[src/rtl/boot_pkg.sv]
// Shared types and default widths for the boot sequencer.
//   state_t : sequencer life-cycle states
//   DATA_W  : default instruction word width
//   ADDR_W  : default instruction address width
package boot_pkg;

    localparam int DATA_W = 16;
    localparam int ADDR_W = 16;

    typedef enum logic [2:0] {
        IDLE,
        LOAD,
        RELEASE,
        RUN,
        DONE,
        ERR
    } state_t;

endpackage

[src/rtl/boot_sequencer_if.sv]
// Bus bundle between the boot sequencer and its neighbours.
//   ld_*    : program image stream (valid/ready, last marks final word)
//   im_*    : instruction memory write port
//   cpu_*   : processor reset hold and fetch monitor
// slave  : the sequencer side
// master : the image source / memory / processor side
interface boot_sequencer_if #(
    parameter int DATA_W = boot_pkg::DATA_W,
    parameter int ADDR_W = boot_pkg::ADDR_W
);
    logic              ld_valid;
    logic              ld_ready;
    logic [DATA_W-1:0] ld_data;
    logic              ld_last;
    logic              im_wr;
    logic [ADDR_W-1:0] im_addr;
    logic [DATA_W-1:0] im_w_data;
    logic              cpu_hold;
    logic              cpu_i_rd;
    logic [ADDR_W-1:0] cpu_i_addr;

    modport slave (
        input  ld_valid, ld_data, ld_last, cpu_i_rd, cpu_i_addr,
        output ld_ready, im_wr, im_addr, im_w_data, cpu_hold
    );

    modport master (
        output ld_valid, ld_data, ld_last, cpu_i_rd, cpu_i_addr,
        input  ld_ready, im_wr, im_addr, im_w_data, cpu_hold
    );
endinterface

[src/rtl/boot_sequencer_sat_counter.sv]
// Saturating up-counter.
//   clk, rst : clock, async active-low reset
//   clr      : synchronous clear (wins over en)
//   en       : count enable; holds once count reaches LIMIT
//   count    : current value
//   reached  : this enabled clock takes count onto LIMIT
module sat_counter #(
    parameter int           W     = 16,
    parameter logic [W-1:0] LIMIT = '1
) (
    input  logic         clk,
    input  logic         rst,
    input  logic         clr,
    input  logic         en,
    output logic [W-1:0] count,
    output logic         reached
);

    logic at_limit;

    assign at_limit = (count == LIMIT);
    // Flag the increment that lands on the limit so the owner can react on
    // the same edge the count becomes LIMIT.
    assign reached  = en && !clr && !at_limit && (count == LIMIT - 1'b1);

    always_ff @(posedge clk or negedge rst) begin
        if (!rst)                count <= '0;
        else if (clr)            count <= '0;
        else if (en && !at_limit) count <= count + 1'b1;
    end

endmodule

[src/rtl/boot_sequencer.sv]
// Boot sequencer: holds the processor in reset while an image is streamed
// into instruction memory, releases it, and watches fetches for completion
// (fetch beyond the image) or timeout.
//   clk, rst   : clock, async active-low reset
//   start      : begin a load (IDLE/DONE/ERR only)
//   abort      : return to IDLE from anywhere, highest priority
//   bus        : load stream, imem write port, processor hold/fetch
//   busy       : LOAD, RELEASE or RUN
//   done, err  : completion / overflow-or-timeout status
//   prog_len   : words in the loaded image
//   cycles     : RUN clocks counted
module boot_sequencer
    import boot_pkg::*;
#(
    parameter int          IMEM_DEPTH = 256,
    parameter int          DATA_W     = boot_pkg::DATA_W,
    parameter int          ADDR_W     = boot_pkg::ADDR_W,
    parameter logic [15:0] RUN_LIMIT  = 16'hFFFF
) (
    input  logic              clk,
    input  logic              rst,
    input  logic              start,
    input  logic              abort,
    boot_sequencer_if.slave   bus,
    output logic              busy,
    output logic              done,
    output logic              err,
    output logic [ADDR_W-1:0] prog_len,
    output logic [15:0]       cycles
);

    localparam logic [ADDR_W-1:0] LAST_IDX = ADDR_W'(IMEM_DEPTH - 1);

    state_t            state_q, state_d;
    logic [ADDR_W-1:0] widx;
    logic              xfer, start_ok, run_en, run_hit, fetch_out;
    logic              wr_q;
    logic [ADDR_W-1:0] waddr_q;
    logic [DATA_W-1:0] wdata_q;

    assign fetch_out = bus.cpu_i_rd && (bus.cpu_i_addr >= prog_len);
    // abort freezes the count so cycles is retained as of the aborted clock
    assign run_en    = (state_q == RUN) && !abort;

    always_ff @(posedge clk or negedge rst) begin
        if (!rst) state_q <= IDLE;
        else      state_q <= state_d;
    end

    always_comb begin
        state_d  = state_q;
        xfer     = 1'b0;
        start_ok = 1'b0;
        if (abort) begin
            state_d = IDLE;
        end else begin
            case (state_q)
                IDLE, DONE, ERR: begin
                    if (start) begin
                        state_d  = LOAD;
                        start_ok = 1'b1;
                    end
                end
                LOAD: begin
                    if (bus.ld_valid) begin
                        xfer = 1'b1;
                        if (bus.ld_last)          state_d = RELEASE;
                        else if (widx == LAST_IDX) state_d = ERR;
                    end
                end
                // One cycle still held so the final write lands first
                RELEASE: state_d = RUN;
                RUN: begin
                    if (fetch_out)    state_d = DONE;
                    else if (run_hit) state_d = ERR;
                end
                default: state_d = IDLE;
            endcase
        end
    end

    // Outputs decoded from the state register only
    assign bus.ld_ready = (state_q == LOAD);
    assign bus.cpu_hold = (state_q != RUN);
    assign busy         = (state_q == LOAD) || (state_q == RELEASE) || (state_q == RUN);
    assign done         = (state_q == DONE);
    assign err          = (state_q == ERR);

    // Image write pipeline: one-cycle delayed write of each accepted word
    always_ff @(posedge clk or negedge rst) begin
        if (!rst) begin
            widx     <= '0;
            wr_q     <= 1'b0;
            waddr_q  <= '0;
            wdata_q  <= '0;
            prog_len <= '0;
        end else begin
            wr_q <= xfer;
            if (start_ok) widx <= '0;
            if (xfer) begin
                waddr_q <= widx;
                wdata_q <= bus.ld_data;
                widx    <= widx + 1'b1;
                // Overflow word is still written; length then equals depth
                if (bus.ld_last || widx == LAST_IDX) prog_len <= widx + 1'b1;
            end
        end
    end

    assign bus.im_wr     = wr_q;
    assign bus.im_addr   = waddr_q;
    assign bus.im_w_data = wdata_q;

    sat_counter #(.W(16), .LIMIT(RUN_LIMIT)) u_cycles (
        .clk     (clk),
        .rst     (rst),
        .clr     (start_ok),
        .en      (run_en),
        .count   (cycles),
        .reached (run_hit)
    );

endmodule

[src/flat_wrapper.sv]
// flat-port wrapper written by rule: the top's interface ports become plain ports
module boot_sequencer_flat import boot_pkg::*;
#(
    parameter int          IMEM_DEPTH = 256,
    parameter int          DATA_W     = boot_pkg::DATA_W,
    parameter int          ADDR_W     = boot_pkg::ADDR_W,
    parameter logic [15:0] RUN_LIMIT  = 16'hFFFF
)
  (clk, rst, start, abort, busy, done, err, prog_len, cycles, bus_ld_valid, bus_ld_data, bus_ld_last, bus_cpu_i_rd, bus_cpu_i_addr, bus_ld_ready, bus_im_wr, bus_im_addr, bus_im_w_data, bus_cpu_hold);
  boot_sequencer_if #(.DATA_W(DATA_W), .ADDR_W(ADDR_W)) bus_i ();
  input  logic clk;
  input  logic rst;
  input  logic start;
  input  logic abort;
  output logic busy;
  output logic done;
  output logic err;
  output logic [ADDR_W-1:0] prog_len;
  output logic [15:0] cycles;
  input wire logic [$bits(bus_i.ld_valid)-1:0] bus_ld_valid;
  input wire logic [$bits(bus_i.ld_data)-1:0] bus_ld_data;
  input wire logic [$bits(bus_i.ld_last)-1:0] bus_ld_last;
  input wire logic [$bits(bus_i.cpu_i_rd)-1:0] bus_cpu_i_rd;
  input wire logic [$bits(bus_i.cpu_i_addr)-1:0] bus_cpu_i_addr;
  output wire logic [$bits(bus_i.ld_ready)-1:0] bus_ld_ready;
  output wire logic [$bits(bus_i.im_wr)-1:0] bus_im_wr;
  output wire logic [$bits(bus_i.im_addr)-1:0] bus_im_addr;
  output wire logic [$bits(bus_i.im_w_data)-1:0] bus_im_w_data;
  output wire logic [$bits(bus_i.cpu_hold)-1:0] bus_cpu_hold;
  assign bus_i.ld_valid = bus_ld_valid;
  assign bus_i.ld_data = bus_ld_data;
  assign bus_i.ld_last = bus_ld_last;
  assign bus_i.cpu_i_rd = bus_cpu_i_rd;
  assign bus_i.cpu_i_addr = bus_cpu_i_addr;
  assign bus_ld_ready = bus_i.ld_ready;
  assign bus_im_wr = bus_i.im_wr;
  assign bus_im_addr = bus_i.im_addr;
  assign bus_im_w_data = bus_i.im_w_data;
  assign bus_cpu_hold = bus_i.cpu_hold;
  boot_sequencer #(.IMEM_DEPTH(IMEM_DEPTH), .DATA_W(DATA_W), .ADDR_W(ADDR_W), .RUN_LIMIT(RUN_LIMIT)) u_core (.clk(clk), .rst(rst), .start(start), .abort(abort), .bus(bus_i), .busy(busy), .done(done), .err(err), .prog_len(prog_len), .cycles(cycles));
endmodule
[config.mk]
export PLATFORM = sky130hd
export DESIGN_NAME = boot_sequencer_flat
export DESIGN_NICKNAME = d
export VERILOG_FILES = /design/src/rtl/boot_pkg.sv /design/src/rtl/boot_sequencer_if.sv /design/src/rtl/boot_sequencer_sat_counter.sv /design/src/rtl/boot_sequencer.sv /design/src/flat_wrapper.sv
export SDC_FILE = /design/constraint.sdc
export NUM_CORES = 1
export LEC_CHECK = 0
export BUFFER_PORTS_ARGS = -buffer_cell sky130_fd_sc_hd__buf_2
export CAP_MARGIN = 20
export CORE_AREA = 2 2 96 98
export CTS_CLUSTER_DIAMETER = 100
export DETAILED_ROUTE_END_ITERATION = 7
export DIE_AREA = 0 0 98 100
export PLACE_DENSITY = 0.82
export REMOVE_ABC_BUFFERS = 1
export SYNTH_ARGS = -nofsm -noshare
export SYNTH_HDL_FRONTEND = slang
export SYNTH_SLANG_ARGS = --single-unit
[constraint.sdc]
create_clock -name clk -period 3 [get_ports clk]
set_input_delay 0.3 -clock clk [delete_from_list [all_inputs] [get_ports clk]]
set_output_delay 0.3 -clock clk [all_outputs]
set_load 0.02 [all_outputs]
==> results of run 1 <==
-- cell usage in the layout, fill, tap and decap left out, drive strengths merged --
cell	n
or3	6
nand3	13
o21ai	52
and4	2
dlygate4sd3	1
and3	6
nor4	2
mux2	2
or2	1
xnor2	15
o211ai	3
a22o	1
nand2	128
a221oi	1
nand4b	1
o31ai	6
nand2b	1
clkinv	3
ha	19
bufinv	1
a211oi	4
inv	27
dfrtp	84
xor2	9
nor3	9
a31oi	3
clkinvlp	2
and2	3
buf	114
nand4	10
nor2	42
nor2b	5
a211o	1
clkbuf	10
nand3b	2
and4bb	1
a21oi	15
-- power breakdown --
group	switching, W	internal (W)
Sequential	0.000188	0.00139
Combinational	0.000926	0.000485
Clock	0.000415	0.000413
Total	0.00153	0.00228
-- per-layer routing --
metal	part of all wire	wire length [um]
met5	0	0
met4	0.018	182
met3	0.047	466
met2	0.47	4720
met1	0.46	4580
-- flip-flops by register name (all words and copies together), names as in the netlist --
register and flops:
u_core.u_cycles.count 16, u_core.bus.im_addr 16, u_core.bus.im_w_data 16, u_core.state_q 3, u_core.prog_len 16, u_core.widx 16
u_core.bus.im_wr 1
-- cell families (layout without fill, tap and decap cells) --
family | count (synthesis) | after routing
mux | 2 | 2
fa+ha+maj | 19 | 19
flops | 84 | 84
simple gates | 232 | 232
buf+inv | 51 | 158
xor+xnor | 24 | 24
compound gates | 86 | 86
-- cell type report --
class,instances,area share
clock buffer,10,0.0266
clock inverter,6,0.0138
inverter,27,0.0196
multi-input combinational,363,0.388
sequential,84,0.406
tap,111,0.0268
timing repair buffer,115,0.119
-- timing repair --
| action | in CTS | in global routing |
|---|---|---|
| hold buffers | 0 | 1 |
| gates resized for setup | 0 | 0 |
| endpoints found under the setup margin | 0 | 0 |
| hold endpoints to repair | 0 | 25 |
-- metrics by stage --
step                      hold WS, ns  setup WS, ns
final                           0.129         0.626
after global routing            0.122         0.477
after CTS                       0.113         0.693
after detailed placement        0.457         0.706
after global placement          0.454         0.798
after floorplan               0.00441        -0.825
-- worst max path at each step --
stage,start,to,slack [ns],cells after the start
6_report,u_core.state_q[2],u_core.widx[2],0.63,7
5_1_grt,u_core.state_q[2],u_core.widx[2],0.48,7
4_1_cts,u_core.state_q[2],u_core.widx[11],0.69,7
3_5_place_dp,u_core.state_q[2],u_core.widx[2],0.71,7
3_3_place_gp,bus_cpu_i_addr[2],u_core.state_q[0],0.80,8
2_1_floorplan,u_core.state_q[0],u_core.widx[11],-0.82,6
-- critical path, stage by stage, from the launching register on --
cell and delay (ns):
sky130_fd_sc_hd__dfrtp_1 0.49, sky130_fd_sc_hd__nand2b_1 0.23, sky130_fd_sc_hd__nand2_1 0.15, sky130_fd_sc_hd__nor3_2 0.05
sky130_fd_sc_hd__buf_4 0.21, sky130_fd_sc_hd__nor2_1 0.80, sky130_fd_sc_hd__o21ai_0 0.23, sky130_fd_sc_hd__o21ai_0 0.13
==> results.json, run 1 <==
{
  "core_region_area_mm2": 0.00889,
  "rsz_0062_raised_after_global_routing": "no",
  "hold_violations": 0,
  "antennaDiodeCount": 0,
  "tritoncts.num_buffers": 9,
  "synthesis.instances": 498,
  "port_buffers": 108,
  "r2r.worst_path.cells": 7,
  "detail_route.first_pass.iterations": 4,
  "clock_transition_at_the_registers_of_the_reported_paths_ns": 0.09,
  "grt-busiest-layer": "met2",
  "global_route.usage.met2": 0.340,
  "multiInputGateArea_mm2": 0.00201,
  "yosysTopAreaCellShare": 0.487,
  "post_synthesis_share_of_cell_area_spent_on_xor_and_xnor_gates": 0.0487,
  "avgSynthCellArea_um2": 8.68,
  "maxCapViolations": 0,
  "final_core_utilization": 0.583,
  "fin_tns_setup_ns": 0,
  "crit_path_end_kind": "flip-flop",
  "timing_worst_slew_pin_value_ns": 1.04,
  "grtUsageTotal": 0.209,
  "min_path_cells": 3,
  "slew-limit-headroom": 0.303,
  "routedWlPerCell_um": 13.9,
  "met1_capacity_usage_during_global_routing": 0.279,
  "cts.sinks": 84,
  "synth.most_common_cell": "sky130_fd_sc_hd__nand2_1",
  "critical_path.reg2reg.endpoint": "u_core.widx[2]",
  "drtIter0Drc": 222,
  "synth_enable_flop_cells": 0,
  "grt_start_max_net_pins": 85,
  "maximum_clock_insertion_buffer_count": 2,
  "post_synth_fa_ha_maj_area_fraction": 0.0550,
  "chipHeight_um": 100,
  "post-route-min-period_ns": 2.37,
  "post_route_wl_um": 9950,
  "regArea_mm2": 0.00210,
  "power.static_leakage_nw": 2.67,
  "worst_skew_pair.late_latency_ns": 0.36,
  "timing.clock.skew_ns": 0.0131,
  "placement_rows": 35,
  "post_detailed_placement_cell_area_mm2": 0.00493,
  "startpoint_type": "flip-flop",
  "yosys_register_bits": 84,
  "final_layout_size_suffix_gt1_frac": 0.231,
  "synth_top_family_by_area": "simple AND/OR/NAND/NOR gates",
  "dieWidth_um": 98,
  "global_route.overflow_total": 0,
  "routabilityCongestion": 0.870,
  "critPathArrivalTime_ns": 2.64,
  "first_global_vias": 3632,
  "worst_ir_drop_vdd_v": 0.000329,
  "filler_cells_inserted": 775,
  "instances_no_fill": 716,
  "clock_tree_from_tritoncts": "built",
  "synthArstFlopShare": 1.00,
  "totalPowerFinal_w": 0.00381,
  "report.final.slew_viol_count": 0,
  "worst_hold_path.endpoint": "u_core.bus.im_w_data[13]",
  "timing_worst_setup_path_type": "reg2reg",
  "netlist.top_cell.by_area": "sky130_fd_sc_hd__dfrtp_1",
  "synth-compound-area-share": 0.112,
  "worst_hold_startpoint": "bus_ld_data[13]",
  "cellPowerDensity_mw_per_mm2": 736,
  "fmax_mhz": 421,
  "worst-endpoint-required_ns": 3.26,
  "number_of_antenna_violations_at_the_first_check_in_global_routing": 0,
  "fraction_of_met3_tracks_used_by_global_routing": 0.0397,
  "dieArea_mm2": 0.00980,
  "cts_post_setup_buffers_inserted": 0,
  "r2r_setup_slack_ns": 0.63,
  "route.vias.total": 3748,
  "yosys-mux-area-fraction": 0.00521,
  "synth.yosys.warnings": 0,
  "dp_cells": 698,
  "cts.root.buffer_cell": "sky130_fd_sc_hd__clkbuf_8",
  "post_synth_instance_area_mm2": 0.00432,
  "worst_reg2reg_path_startpoint": "u_core.state_q[2]",
  "initial_utilization": 0.486,
  "path_type_of_the_worst_min_delay_path": "in2reg",
  "synth.lib_cells_used.distinct": 41,
  "grt_first_pass_wirelength_um": 16800,
  "detail_route.vias_per_cell": 5.23,
  "setup_failing_eps_final": 0,
  "synth_ff_type": "sky130_fd_sc_hd__dfrtp_1",
  "outcome": "complete, no violations",
  "final.period_utilization": 0.791,
  "netlist_top_cells_count": "128 x sky130_fd_sc_hd__nand2_1, 84 x sky130_fd_sc_hd__dfrtp_1, 50 x sky130_fd_sc_hd__o21ai_0",
  "register_area_share_after_synthesis": 0.487,
  "top_level_ports": 109,
  "final_net_count": 658,
  "detailedPlacementHpwl_um": 7000,
  "drt.antenna.violating_nets": 0,
  "drc": 0,
  "post_synth_and_or_nand_nor_area_fraction": 0.243,
  "area_growth_pct": 19.9,
  "synthTopCellsByArea": "sky130_fd_sc_hd__dfrtp_1 49%, sky130_fd_sc_hd__nand2_1 11%, sky130_fd_sc_hd__o21ai_0 5.8%",
  "finalInstanceArea_mm2": 0.00518,
  "clock_tree.htree_level_count": 3,
  "cp_max_fo": 17
}
No activity file was read; power rests on OpenSTA's default activity.
==> run 2: changes to the inputs <==
==> constraint.sdc (replaced) <==
create_clock -name clk -period 2.35 [get_ports clk]
set_input_delay 0.235 -clock clk [delete_from_list [all_inputs] [get_ports clk]]
set_output_delay 0.235 -clock clk [all_outputs]
set_load 0.02 [all_outputs]
==> run 2 against run 1 <==
Compared with the run above:
- the flow now finishes with violations (negative hold slack)
- non-clock buffer count increased by 2
- largest power group unchanged
- register-to-register slack lost 0.53 ns
- final cell count is 0.28% higher
- global-route usage increased by 0.42 points
- critical path type unchanged
- via count rose by 1.1%
- sequential cell count stayed put
- worst setup slack lost 0.53 ns
- worst hold slack lost 0.13 ns
- combinational power grew 30%
==> results.json, run 2 (synthesis results as in run 1) <==
{
  "outcome": "finished with violations",
  "violations": "negative hold slack",
  "mostFrequentLayoutCell": "sky130_fd_sc_hd__nand2_1",
  "totalPowerFinal_w": 0.00530,
  "area_growth_pct": 21.9,
  "tritoncts.num_buffers": 9,
  "cp_max_fo": 4,
  "final.period_utilization": 0.958,
  "crit_path_end_kind": "flip-flop",
  "fmax_mhz": 444,
  "chipHeight_um": 100,
  "path_type_of_the_worst_min_delay_path": "in2async",
  "dieArea_mm2": 0.00980,
  "hold_violations": 12,
  "finalInstanceArea_mm2": 0.00527,
  "maxCapViolations": 0,
  "routedWlPerCell_um": 14.1,
  "routabilityCongestion": 0.847,
  "route.vias.total": 3790,
  "detailedPlacementHpwl_um": 7150,
  "grt_start_max_net_pins": 68,
  "clock_transition_at_the_registers_of_the_reported_paths_ns": 0.08,
  "hold-worst-slack_ns": -0.00420,
  "drtIter0Drc": 201,
  "worst_ir_drop_vdd_v": 0.000500,
  "grt_first_pass_wirelength_um": 16900,
  "port_buffers": 108,
  "clock_tree_from_tritoncts": "built",
  "critPathArrivalTime_ns": 2.48,
  "first_global_vias": 3611,
  "post_route_wl_um": 10100,
  "top_level_ports": 109,
  "postLayoutSetupSlackWorst_ns": 0.0990,
  "detail_route.vias_per_cell": 5.28,
  "power.static_leakage_nw": 2.73,
  "worst_skew_pair.late_latency_ns": 0.35,
  "report.final.slew_viol_count": 0,
  "layout.cells.most_common_list": "128 x sky130_fd_sc_hd__nand2_1, 107 x sky130_fd_sc_hd__buf_2, 84 x sky130_fd_sc_hd__dfrtp_1",
  "final_net_count": 660,
  "final_layout_size_suffix_gt1_frac": 0.239,
  "startpoint_type": "flip-flop",
  "timing.clock.skew_ns": 0.00808,
  "cts_post_setup_buffers_inserted": 0,
  "grtUsageTotal": 0.213,
  "post-route-min-period_ns": 2.25,
  "worst-endpoint-required_ns": 2.58,
  "slew-limit-headroom": 0.339,
  "cts.sinks": 84,
  "dieWidth_um": 98,
  "rsz_0062_raised_after_global_routing": "no",
  "placement_rows": 35,
  "cts.root.buffer_cell": "sky130_fd_sc_hd__clkbuf_8",
  "drt.antenna.violating_nets": 0,
  "number_of_antenna_violations_at_the_first_check_in_global_routing": 0,
  "clock_tree.htree_level_count": 3,
  "global_route.overflow_total": 0,
  "detail_route.first_pass.iterations": 7,
  "drc": 0,
  "setup_failing_eps_final": 0,
  "cellPowerDensity_mw_per_mm2": 1010,
  "timing_worst_setup_path_type": "reg2reg",
  "initial_utilization": 0.486,
  "maximum_clock_insertion_buffer_count": 2,
  "post_detailed_placement_cell_area_mm2": 0.00496,
  "dp_worst_slack_ns": 0.0680,
  "timing_worst_slew_pin_value_ns": 0.988,
  "core_region_area_mm2": 0.00889,
  "antennaDiodeCount": 0
}
==> run 2: worst paths after layout <==
path	start	to	slack, ns	cells after the start
max	u_core.prog_len[14]	u_core.state_q[0]	0.1	8
min	rst	u_core.prog_len[3]	-0.004	1
max reg2reg	u_core.prog_len[14]	u_core.state_q[0]	0.1	8
min reg2reg	u_core.bus.im_w_data[1]	u_core.bus.im_w_data[1]	0.48	2
max in group asynchronous	rst	u_core.u_cycles.count[2]	1.68	2
min in group clk	bus_ld_data[13]	u_core.bus.im_w_data[13]	0.07	3
==> run 2: report_power, final <==
| group | switching [W] | total [W] | internal, W |
|---|---|---|---|
| sequential | 0.000232 | 0.00200 | 0.00177 |
| combinational | 0.00121 | 0.00183 | 0.000625 |
| clock | 0.000518 | 0.00147 | 0.000952 |
==> run 2: worst max-delay path, cell delays in order, from the launching register on <==
cell and delay [ns]:
sky130_fd_sc_hd__dfrtp_1 0.35, sky130_fd_sc_hd__inv_1 0.06, sky130_fd_sc_hd__ha_1 0.32, sky130_fd_sc_hd__a21oi_1 0.21, sky130_fd_sc_hd__nand2_1 0.09, sky130_fd_sc_hd__a221oi_1 0.44, sky130_fd_sc_hd__nor2b_1 0.14, sky130_fd_sc_hd__o21ai_2 0.19
sky130_fd_sc_hd__mux2_2 0.35
==> run 2: layer usage <==
layer | global-route usage | routed length, um | vias to the layer above
li1 | - | - | 1865
met1 | 0.278 | 4560 | 1817
met2 | 0.364 | 5000 | 100
met3 | 0.0439 | 474 | 8
met4 | 0.0588 | 106 | 0
met5 | 0 | 0 | -
==> run 2: area by class of cell <==
| type | instances | area [um2] |
|---|---|---|
| clock buffers | 10 | 138 |
| well taps | 111 | 139 |
| fillers | 780 | 3620 |
| clock inverters | 6 | 159 |
| multi-input cells | 363 | 2020 |
| flip-flops and latches | 84 | 2100 |
| repair buffers | 117 | 611 |
| inverters | 27 | 101 |
==> run 2: per-stage QoR <==
step / utilization / hold slack, ns / TNS [ns] / cells
floorplan: - / -0.0606 / -59.62 / 474
global placement: 0.558 / 0.404 / 0 / 702
detailed placement: 0.558 / 0.410 / 0 / 702
CTS: 0.592 / 0.0282 / 0 / 718
global route: 0.593 / 0.0478 / 0 / 718
finish: 0.593 / -0.00420 / 0 / 718
==> run 2: timing repair <==
action	CTS	global route
endpoints found under the setup margin	0	2
resized for setup	0	2
hold buffers	0	0
==> run 3: changes to the inputs <==
--- a/config.mk
+++ b/config.mk
@@ -11,7 +11,7 @@
 export CTS_CLUSTER_DIAMETER = 100
 export DETAILED_ROUTE_END_ITERATION = 7
 export DIE_AREA = 0 0 98 100
-export PLACE_DENSITY = 0.82
+export PLACE_DENSITY = 0.86
 export REMOVE_ABC_BUFFERS = 1
 export SYNTH_ARGS = -nofsm -noshare
 export SYNTH_HDL_FRONTEND = slang
==> run 3 against run 2 <==
Compared with the run above:
- the flow now finishes without violations
- die area stayed put
- worst setup slack better by 0.12 ns
- combinational power is 2% lower
- global-route usage is 0.071 points lower
- clock power is 33% lower
- register-to-register slack better by 0.12 ns
- sequential cell count stayed put
- routed wire length hardly changed
- sequential power hardly changed
- clock skew is 0.0029 ns higher
- critical path type unchanged
- largest cell class unchanged
==> results.json, run 3 (synthesis results as in run 1) <==
{
  "timing.critical_path.slowest_cell_delay_ns": 0.36,
  "initial_utilization": 0.486,
  "cts_post_setup_buffers_inserted": 0,
  "timing_worst_slew_pin_value_ns": 0.920,
  "worst_ir_drop_vdd_v": 0.000383,
  "antennaDiodeCount": 0,
  "port_buffers": 108,
  "timing_worst_setup_path_type": "reg2reg",
  "core_region_area_mm2": 0.00889,
  "grt_first_pass_wirelength_um": 17100,
  "multiInputGateArea_mm2": 0.00201,
  "outcome": "complete, no violations",
  "final_net_count": 662,
  "final.period_utilization": 0.905,
  "startpoint_type": "flip-flop",
  "drt.antenna.violating_nets": 0,
  "global_route.overflow_total": 0,
  "critPathArrivalTime_ns": 2.37,
  "cellPowerDensity_mw_per_mm2": 926,
  "route.vias.total": 3836,
  "post_route_wl_um": 10100,
  "maximum_clock_insertion_buffer_count": 2,
  "worst-endpoint-required_ns": 2.59,
  "dieArea_mm2": 0.00980,
  "maxCapViolations": 0,
  "layout.cells.most_common_list": "128 x sky130_fd_sc_hd__nand2_1, 107 x sky130_fd_sc_hd__buf_2, 84 x sky130_fd_sc_hd__dfrtp_1",
  "slew-limit-headroom": 0.384,
  "tritoncts.num_buffers": 9,
  "area_growth_pct": 19.7,
  "number_of_antenna_violations_at_the_first_check_in_global_routing": 0,
  "detail_route.first_pass.iterations": 4,
  "dieWidth_um": 98,
  "drc": 0,
  "clock_tree_from_tritoncts": "built",
  "fmax_mhz": 470,
  "timing.critical_path.max_delay_family": "compound AO/OA/AOI/OAI gates",
  "crit_path_end_kind": "flip-flop",
  "regArea_mm2": 0.00210,
  "timing.critical_path.slowest_stage_cell": "sky130_fd_sc_hd__mux2_2",
  "clock_transition_at_the_registers_of_the_reported_paths_ns": 0.09,
  "dp_worst_slack_ns": 0.115,
  "chipHeight_um": 100,
  "routabilityCongestion": 0.879,
  "path_cells": "inv_1, ha_1, a211oi_1, o21ai_0, a211oi_2, o211ai_1, o21ai_1, mux2_2",
  "totalPowerFinal_w": 0.00479,
  "detail_route.vias_per_cell": 5.33,
  "worst_skew_pair.late_latency_ns": 0.35,
  "hold-worst-slack_ns": 0.0670,
  "first_global_vias": 3726,
  "post-route-min-period_ns": 2.13,
  "clock_tree.htree_level_count": 3,
  "report.final.slew_viol_count": 0,
  "routedWlPerCell_um": 14.1,
  "detailedPlacementHpwl_um": 7350,
  "timing.clock.skew_ns": 0.0109,
  "top_level_ports": 109,
  "setup_failing_eps_final": 0,
  "final_layout_size_suffix_gt1_frac": 0.236,
  "critical_path_buf_inv_count": 1,
  "grt_start_max_net_pins": 47,
  "placement_rows": 35,
  "cp_max_fo": 2,
  "grtUsageTotal": 0.212,
  "cts.root.buffer_cell": "sky130_fd_sc_hd__clkbuf_8",
  "final_core_utilization": 0.582,
  "power.static_leakage_nw": 2.68,
  "filler_cells_inserted": 797,
  "postLayoutSetupSlackWorst_ns": 0.222,
  "rsz_0062_raised_after_global_routing": "no",
  "drtIter0Drc": 265,
  "fin_tns_setup_ns": 0,
  "mostFrequentLayoutCell": "sky130_fd_sc_hd__nand2_1",
  "cts.sinks": 84,
  "hold_violations": 0,
  "path_type_of_the_worst_min_delay_path": "in2reg"
}
-- run 3: changes by cell type in the layout (fill, tap and decap cells not counted), sizes merged --
cell and change:
bufinv -5, inv +1, clkinvlp +2, dlygate4sd3 +1, clkbuf +2, buf +1
-- run 3: tightest hold or removal path, stage by stage --
cell                      delay, ns
sky130_fd_sc_hd__buf_2         0.07
sky130_fd_sc_hd__nand2_1       0.04
sky130_fd_sc_hd__nand2_1       0.04
-- run 3: what timing repair did --
action,in CTS,in global routing
setup endpoints to repair,0,2
hold buffers,1,0
resized for setup,0,1
endpoints found under the hold margin,43,0
-- run 3: worst paths after layout --
| path | start | end | slack, ns | depth (start not counted) |
|---|---|---|---|---|
| worst max-delay path | u_core.prog_len[2] | u_core.state_q[2] | 0.22 | 8 |
| worst min-delay path | bus_ld_data[10] | u_core.bus.im_w_data[10] | 0.07 | 3 |
| worst max register to register | u_core.prog_len[2] | u_core.state_q[2] | 0.22 | 8 |
| worst min register to register | u_core.bus.im_w_data[9] | u_core.bus.im_w_data[9] | 0.47 | 2 |
| max in group asynchronous | rst | u_core.u_cycles.count[0] | 1.31 | 3 |
| min in group asynchronous | rst | u_core.bus.im_addr[6] | 0.42 | 2 |
-- run 3: layout make-up --
cell class | count | area share
repair buffers | 119 | 0.121
multi-input cells | 363 | 0.389
inverters | 27 | 0.0196
clock inverters | 4 | 0.00629
well taps | 111 | 0.0269
flip-flops and latches | 84 | 0.406
clock buffers | 12 | 0.0300
-- run 3: per-layer routing --
metal  GRT usage  wire length (um)  vias to the layer above
li1            -                 -                     1873
met1       0.283              4500                     1846
met2       0.349              4970                       96
met3      0.0334               434                       21
met4      0.0876               228                        0
met5           0                 0                        -
-- run 3: stage by stage --
| stage | area, um2 | std cells |
|---|---|---|
| 2_1_floorplan | 4210 | 474 |
| 3_3_place_gp | 4970 | 703 |
| 3_5_place_dp | 4970 | 703 |
| 4_1_cts | 5170 | 720 |
| 5_1_grt | 5170 | 720 |
| 6_report | 5170 | 720 |
-- run 3: power breakdown --
part	internal [W]	switching (W)
combinational	0.000622	0.00117
clock	0.000449	0.000539
sequential	0.00177	0.000242
total	0.00284	0.00195
